--- config.mk ---
export PLATFORM = sky130hd
export DESIGN_NAME = logic_arbiter
export DESIGN_NICKNAME = d
export VERILOG_FILES = /design/src/rtl/logic_arbiter.sv
export SDC_FILE = /design/constraint.sdc
export NUM_CORES = 1
export LEC_CHECK = 0
export CORE_ASPECT_RATIO = 0.9
export CORE_MARGIN = 4
export CORE_UTILIZATION = 35
export DETAILED_ROUTE_END_ITERATION = 7
export PLACE_DENSITY = 0.7
export SYNTH_ARGS = -nofsm -noshare
export SYNTH_HDL_FRONTEND = slang
export SYNTH_SLANG_ARGS = --single-unit
--- constraint.sdc ---
create_clock -name clk -period 3.2 [get_ports clk]
set_input_delay 0.64 -clock clk [delete_from_list [all_inputs] [get_ports clk]]
set_output_delay 0.64 -clock clk [all_outputs]
set_load 0.05 [all_outputs]
--- src/rtl/logic_arbiter.sv ---
// rtl/logic_arbiter.sv - two-requester round-robin arbiter in front of a shared 32-bit AND/OR/XOR unit
//
// Ports:
//   clk, rst_n                       clock (rising edge), asynchronous active-low reset
//   req0_valid/ready/s1/s2/op/tag    requester 0: valid/ready handshake, operands, one-hot op, tag
//   req1_valid/ready/s1/s2/op/tag    requester 1: same as requester 0
//   res_valid/ready/data/tag/src     registered result with the winner's tag and source id
//   stat_grant0/1, stat_conflict     saturating 16-bit counters, present only with LOGIC_ARB_STATS_EN
//
// Optional feature macro: LOGIC_ARB_STATS_EN
module logic_arbiter #(
    parameter int XLEN  = 32,
    parameter int TAG_W = 4
) (
    input  logic             clk,
    input  logic             rst_n,
    input  logic             req0_valid,
    output logic             req0_ready,
    input  logic [XLEN-1:0]  req0_s1,
    input  logic [XLEN-1:0]  req0_s2,
    input  logic [2:0]       req0_op,
    input  logic [TAG_W-1:0] req0_tag,
    input  logic             req1_valid,
    output logic             req1_ready,
    input  logic [XLEN-1:0]  req1_s1,
    input  logic [XLEN-1:0]  req1_s2,
    input  logic [2:0]       req1_op,
    input  logic [TAG_W-1:0] req1_tag,
    output logic             res_valid,
    input  logic             res_ready,
    output logic [XLEN-1:0]  res_data,
    output logic [TAG_W-1:0] res_tag,
    output logic             res_src
`ifdef LOGIC_ARB_STATS_EN
    ,
    output logic [15:0]      stat_grant0,
    output logic [15:0]      stat_grant1,
    output logic [15:0]      stat_conflict
`endif
);

    logic             last_grant;
    logic             can_accept;
    logic             any_valid;
    logic             grant_sel;
    logic             accept;
    logic [XLEN-1:0]  win_s1;
    logic [XLEN-1:0]  win_s2;
    logic [2:0]       win_op;
    logic [TAG_W-1:0] win_tag;
    logic [XLEN-1:0]  win_result;

    // Lowest set op bit wins, so multi-hot ops resolve AND > OR > XOR.
    function automatic logic [XLEN-1:0] logic_op(input logic [2:0] op,
                                                 input logic [XLEN-1:0] a,
                                                 input logic [XLEN-1:0] b);
        if (op[0])      return a & b;
        else if (op[1]) return a | b;
        else if (op[2]) return a ^ b;
        else            return '0;
    endfunction

    // A result slot is free when empty or being drained this same cycle.
    assign can_accept = !res_valid || res_ready;
    assign any_valid  = req0_valid || req1_valid;
    // On a conflict the requester that did not win last time goes first.
    assign grant_sel  = (req0_valid && req1_valid) ? !last_grant : req1_valid;

    assign req0_ready = can_accept && any_valid && !grant_sel;
    assign req1_ready = can_accept && any_valid &&  grant_sel;
    assign accept     = (req0_valid && req0_ready) || (req1_valid && req1_ready);

    always_comb begin
        win_s1  = req0_s1;
        win_s2  = req0_s2;
        win_op  = req0_op;
        win_tag = req0_tag;
        if (grant_sel) begin
            win_s1  = req1_s1;
            win_s2  = req1_s2;
            win_op  = req1_op;
            win_tag = req1_tag;
        end
        win_result = logic_op(win_op, win_s1, win_s2);
    end

    always_ff @(posedge clk or negedge rst_n) begin
        if (!rst_n) begin
            res_valid  <= 1'b0;
            res_data   <= '0;
            res_tag    <= '0;
            res_src    <= 1'b0;
            last_grant <= 1'b1;
        end else if (accept) begin
            res_valid  <= 1'b1;
            res_data   <= win_result;
            res_tag    <= win_tag;
            res_src    <= grant_sel;
            last_grant <= grant_sel;
        end else if (res_valid && res_ready) begin
            // Payload fields are left as-is after a drain.
            res_valid  <= 1'b0;
        end
    end

`ifdef LOGIC_ARB_STATS_EN
    always_ff @(posedge clk or negedge rst_n) begin
        if (!rst_n) begin
            stat_grant0   <= '0;
            stat_grant1   <= '0;
            stat_conflict <= '0;
        end else begin
            if (accept && !grant_sel && stat_grant0 != 16'hFFFF)
                stat_grant0 <= stat_grant0 + 16'd1;
            if (accept && grant_sel && stat_grant1 != 16'hFFFF)
                stat_grant1 <= stat_grant1 + 16'd1;
            if (req0_valid && req1_valid && can_accept && stat_conflict != 16'hFFFF)
                stat_conflict <= stat_conflict + 16'd1;
        end
    end
`endif

endmodule

==> reports/qor.yml <==
run_status:
  outcome: "finished clean"
grt:
  met1_usage_pct: 19.9
  antenna_found_initial: 0
  grt_use_met2_pct: 31.2
  grt_first_pass_wirelength_mm: 18.1
  grt_overflow: 0
  met3_usage_pct: 4.94
  grt_max_degree: 40
  grt_pass1_vias: 3797
  track_usage_pct: 17.0
  grt-busiest-layer: "met2"
die:
  ioPinCount: 187
  die_width_um: 121
  core.rowCount: 36
  core_um2: 11000
  die_y_um: 109
  dieArea_um2: 13200
  floorplan.initialDensity_pct: 36.4
pwr:
  pwr-share-comb_pct: 53.9
  p_int_mw: 1.53
  power.switching_mw: 1.00
  power.density_nw_per_um2: 404
  p_sw_share_pct: 39.6
  power_leakage_nw: 2.93
  ir_drop_mv: 0.196
  seqPwrFrac_pct: 25.5
  clockPowerShare_pct: 20.7
clock_tree:
  numClockSinks: 39
  cts_resized: 0
  cts_setup_buffers: 0
  ctsHoldBuffers: 0
  cts_made_buffers: 5
  root_buffer: "clkbuf_16"
  cts_tree: "done"
  htreeDepth: 2
  clk_pin_slew_ns: 0.06
  insertion_delay_ns: 0.28
  cts_buffer_depth: 2
synthesis:
  yosys_warnings: 0
  ys_top_cells_by_area: "dfrtp_1 24%, ha_1 20%, o221ai_2 11%, inv_1 9.0%, mux2_2 9.0%"
  synth_cell_types: 24
  ys_async_sr_fraction_pct: 100
  yosys.area.top_type_share_pct: 23.8
  yosys.area.top_type: "dfrtp_1"
  syn-num-nets: 619
  synth_area_um2: 4000
  ys_seq_area_share_pct: 24.4
  synth-main-ff-cell: "dfrtp_1"
  yosys_register_bits: 39
  synth_cells: 408
  yosysMostFrequentCell: "inv_1"
  synth_edf_count: 0
  yosys-top-cells-count: "96 x inv_1, 64 x ha_1, 38 x dfrtp_1"
  avgSynthCellArea_um2: 9.81
finish:
  syn2layout_area_growth_pct: 56.5
  drive_gt1_share_pct: 15.3
  finish.utilization_pct: 57.0
  n_antenna_cell: 0
  layout.nets: 797
critical_path:
  cp_max_fo: 8
  path_class: "in -> out"
  cp_slowest_cell: "clkdlybuf4s50_1"
  path_cells: "clkdlybuf4s50_1 -> nand2b_1 -> o21ai_4 -> nor2_1 -> buf_12"
  cp-end-kind: "output port"
  cpLargestDelayFamily: "simple AND/OR/NAND/NOR gates"
  crit_arrival_ns: 2.19
  cp.buffers_inverters: 2
  start_kind: "primary input"
  max_stage_delay_ns: 0.46
  critical_path_required_ns: 2.56
timing:
  period_share_pct: 88.3
  worst_slack_ns: 0.374
  tightest_slew_ns: 0.947
  finClkSkew_ns: 0.00395
  rsz0062_at_grt: "false"
  fin_tns_setup_ns: 0
  period_minus_slack_ns: 2.83
  slew_headroom_pct: 36.8
  timing.fmax_mhz: 354
  setup_viol: 0
  fin_hold_ws_ns: 0.486
  finalHoldViolations: 0
  maxSlewViolCount: 0
place:
  pre_cts_ws_ns: 0.250
  port_buffers: 186
  dp_hpwl_mm: 9.14
  gp_congestion: 0.746
route:
  drt_iter0_drc: 169
  vias: 3578
  first_pass_iters: 4
  drc: 0
  vias_per_cell: 4.84
  wire_per_inst_um: 15.6
  totalWireLength_mm: 11.5
  final_antenna_net_count: 0
min_path:
  hold_class: "reg -> reg"
job:
  maxCapViolations: 0
-- final cells by class --
cell class	instances	area, um^2
Inverter	96	360
Sequential cell	39	977
Fill cell	1016	4730
Tap cell	152	190
Multi-Input combinational cell	248	2580
Timing Repair Buffer	196	2000
Clock buffer	8	156
-- flip-flops by register name (all words and copies together), names as in the netlist --
| signal | count |
|---|---|
| res_tag | 4 |
| res_valid | 1 |
| res_src | 1 |
| last_grant | 1 |
| res_data | 32 |
-- worst paths after layout --
check | startpoint | endpoint | slack, ns | cells after the start
hold / removal | res_data[6]$_DFFE_PN0P_ | res_data[6]$_DFFE_PN0P_ | 0.49 | 2
hold reg to reg | res_data[6]$_DFFE_PN0P_ | res_data[6]$_DFFE_PN0P_ | 0.49 | 2
min in group asynchronous | rst_n | res_data[8]$_DFFE_PN0P_ | 0.52 | 1
max in group asynchronous | rst_n | res_data[17]$_DFFE_PN0P_ | 2.10 | 1
setup reg to reg | last_grant$_DFFE_PN1P_ | res_data[7]$_DFFE_PN0P_ | 1.18 | 6
setup / recovery | res_ready | req0_ready | 0.37 | 5
-- worst reg2reg max path, stage by stage (launching register included) --
cell,delay (ns)
dfstp_2,0.38
a21boi_4,0.19
buf_12,0.26
mux2_4,0.35
or2_2,0.36
buf_4,0.24
o221ai_2,0.16
-- per-stage QoR --
stage | std cells | power, mW | cell area (um^2)
finish | 739 | 2.53 | 6260
global route | 739 | 2.68 | 6260
CTS | 739 | 2.56 | 6260
detailed placement | 731 | 2.03 | 6110
global placement | 731 | 1.99 | 6110
floorplan | 408 | 1.48 | 4000
-- layout by cell type, fill, tap and decap left out, drive strengths merged, types with 4 or more instances in the layout --
cell,synthesis,final
clkdlybuf4s50,0,183
inv,96,96
ha,64,64
dfrtp,38,38
mux2i,34,34
nand2,33,33
mux2,33,33
a2bb2oi,32,32
o221ai,32,32
buf,18,13
clkbuf,7,8
and3,4,4
a221o,4,4
nand2b,4,4
-- cell families after synthesis --
| group | Yosys count | synth area share [%] |
|---|---|---|
| compound gates | 72 | 20.4 |
| flops | 39 | 24.4 |
| mux | 67 | 18.0 |
| simple gates | 45 | 4.85 |
| buf+inv | 121 | 12.4 |
| fa+ha+maj | 64 | 20.0 |
-- per-layer routing --
layer,part of all wire [%],vias up
met3,7.4,4
li1,-,1745
met4,0.48,0
met5,0,-
met2,49,116
met1,43,1713
-- power by group through the flow --
stage	Clock (mW)	Sequential [mW]	Combinational, mW
floorplan	0	0.973	0.511
global placement	0	0.649	1.34
detailed placement	0	0.649	1.38
CTS	0.537	0.644	1.38
global route	0.560	0.656	1.46
finish	0.523	0.643	1.36
No activity file was read; power rests on OpenSTA's default activity.
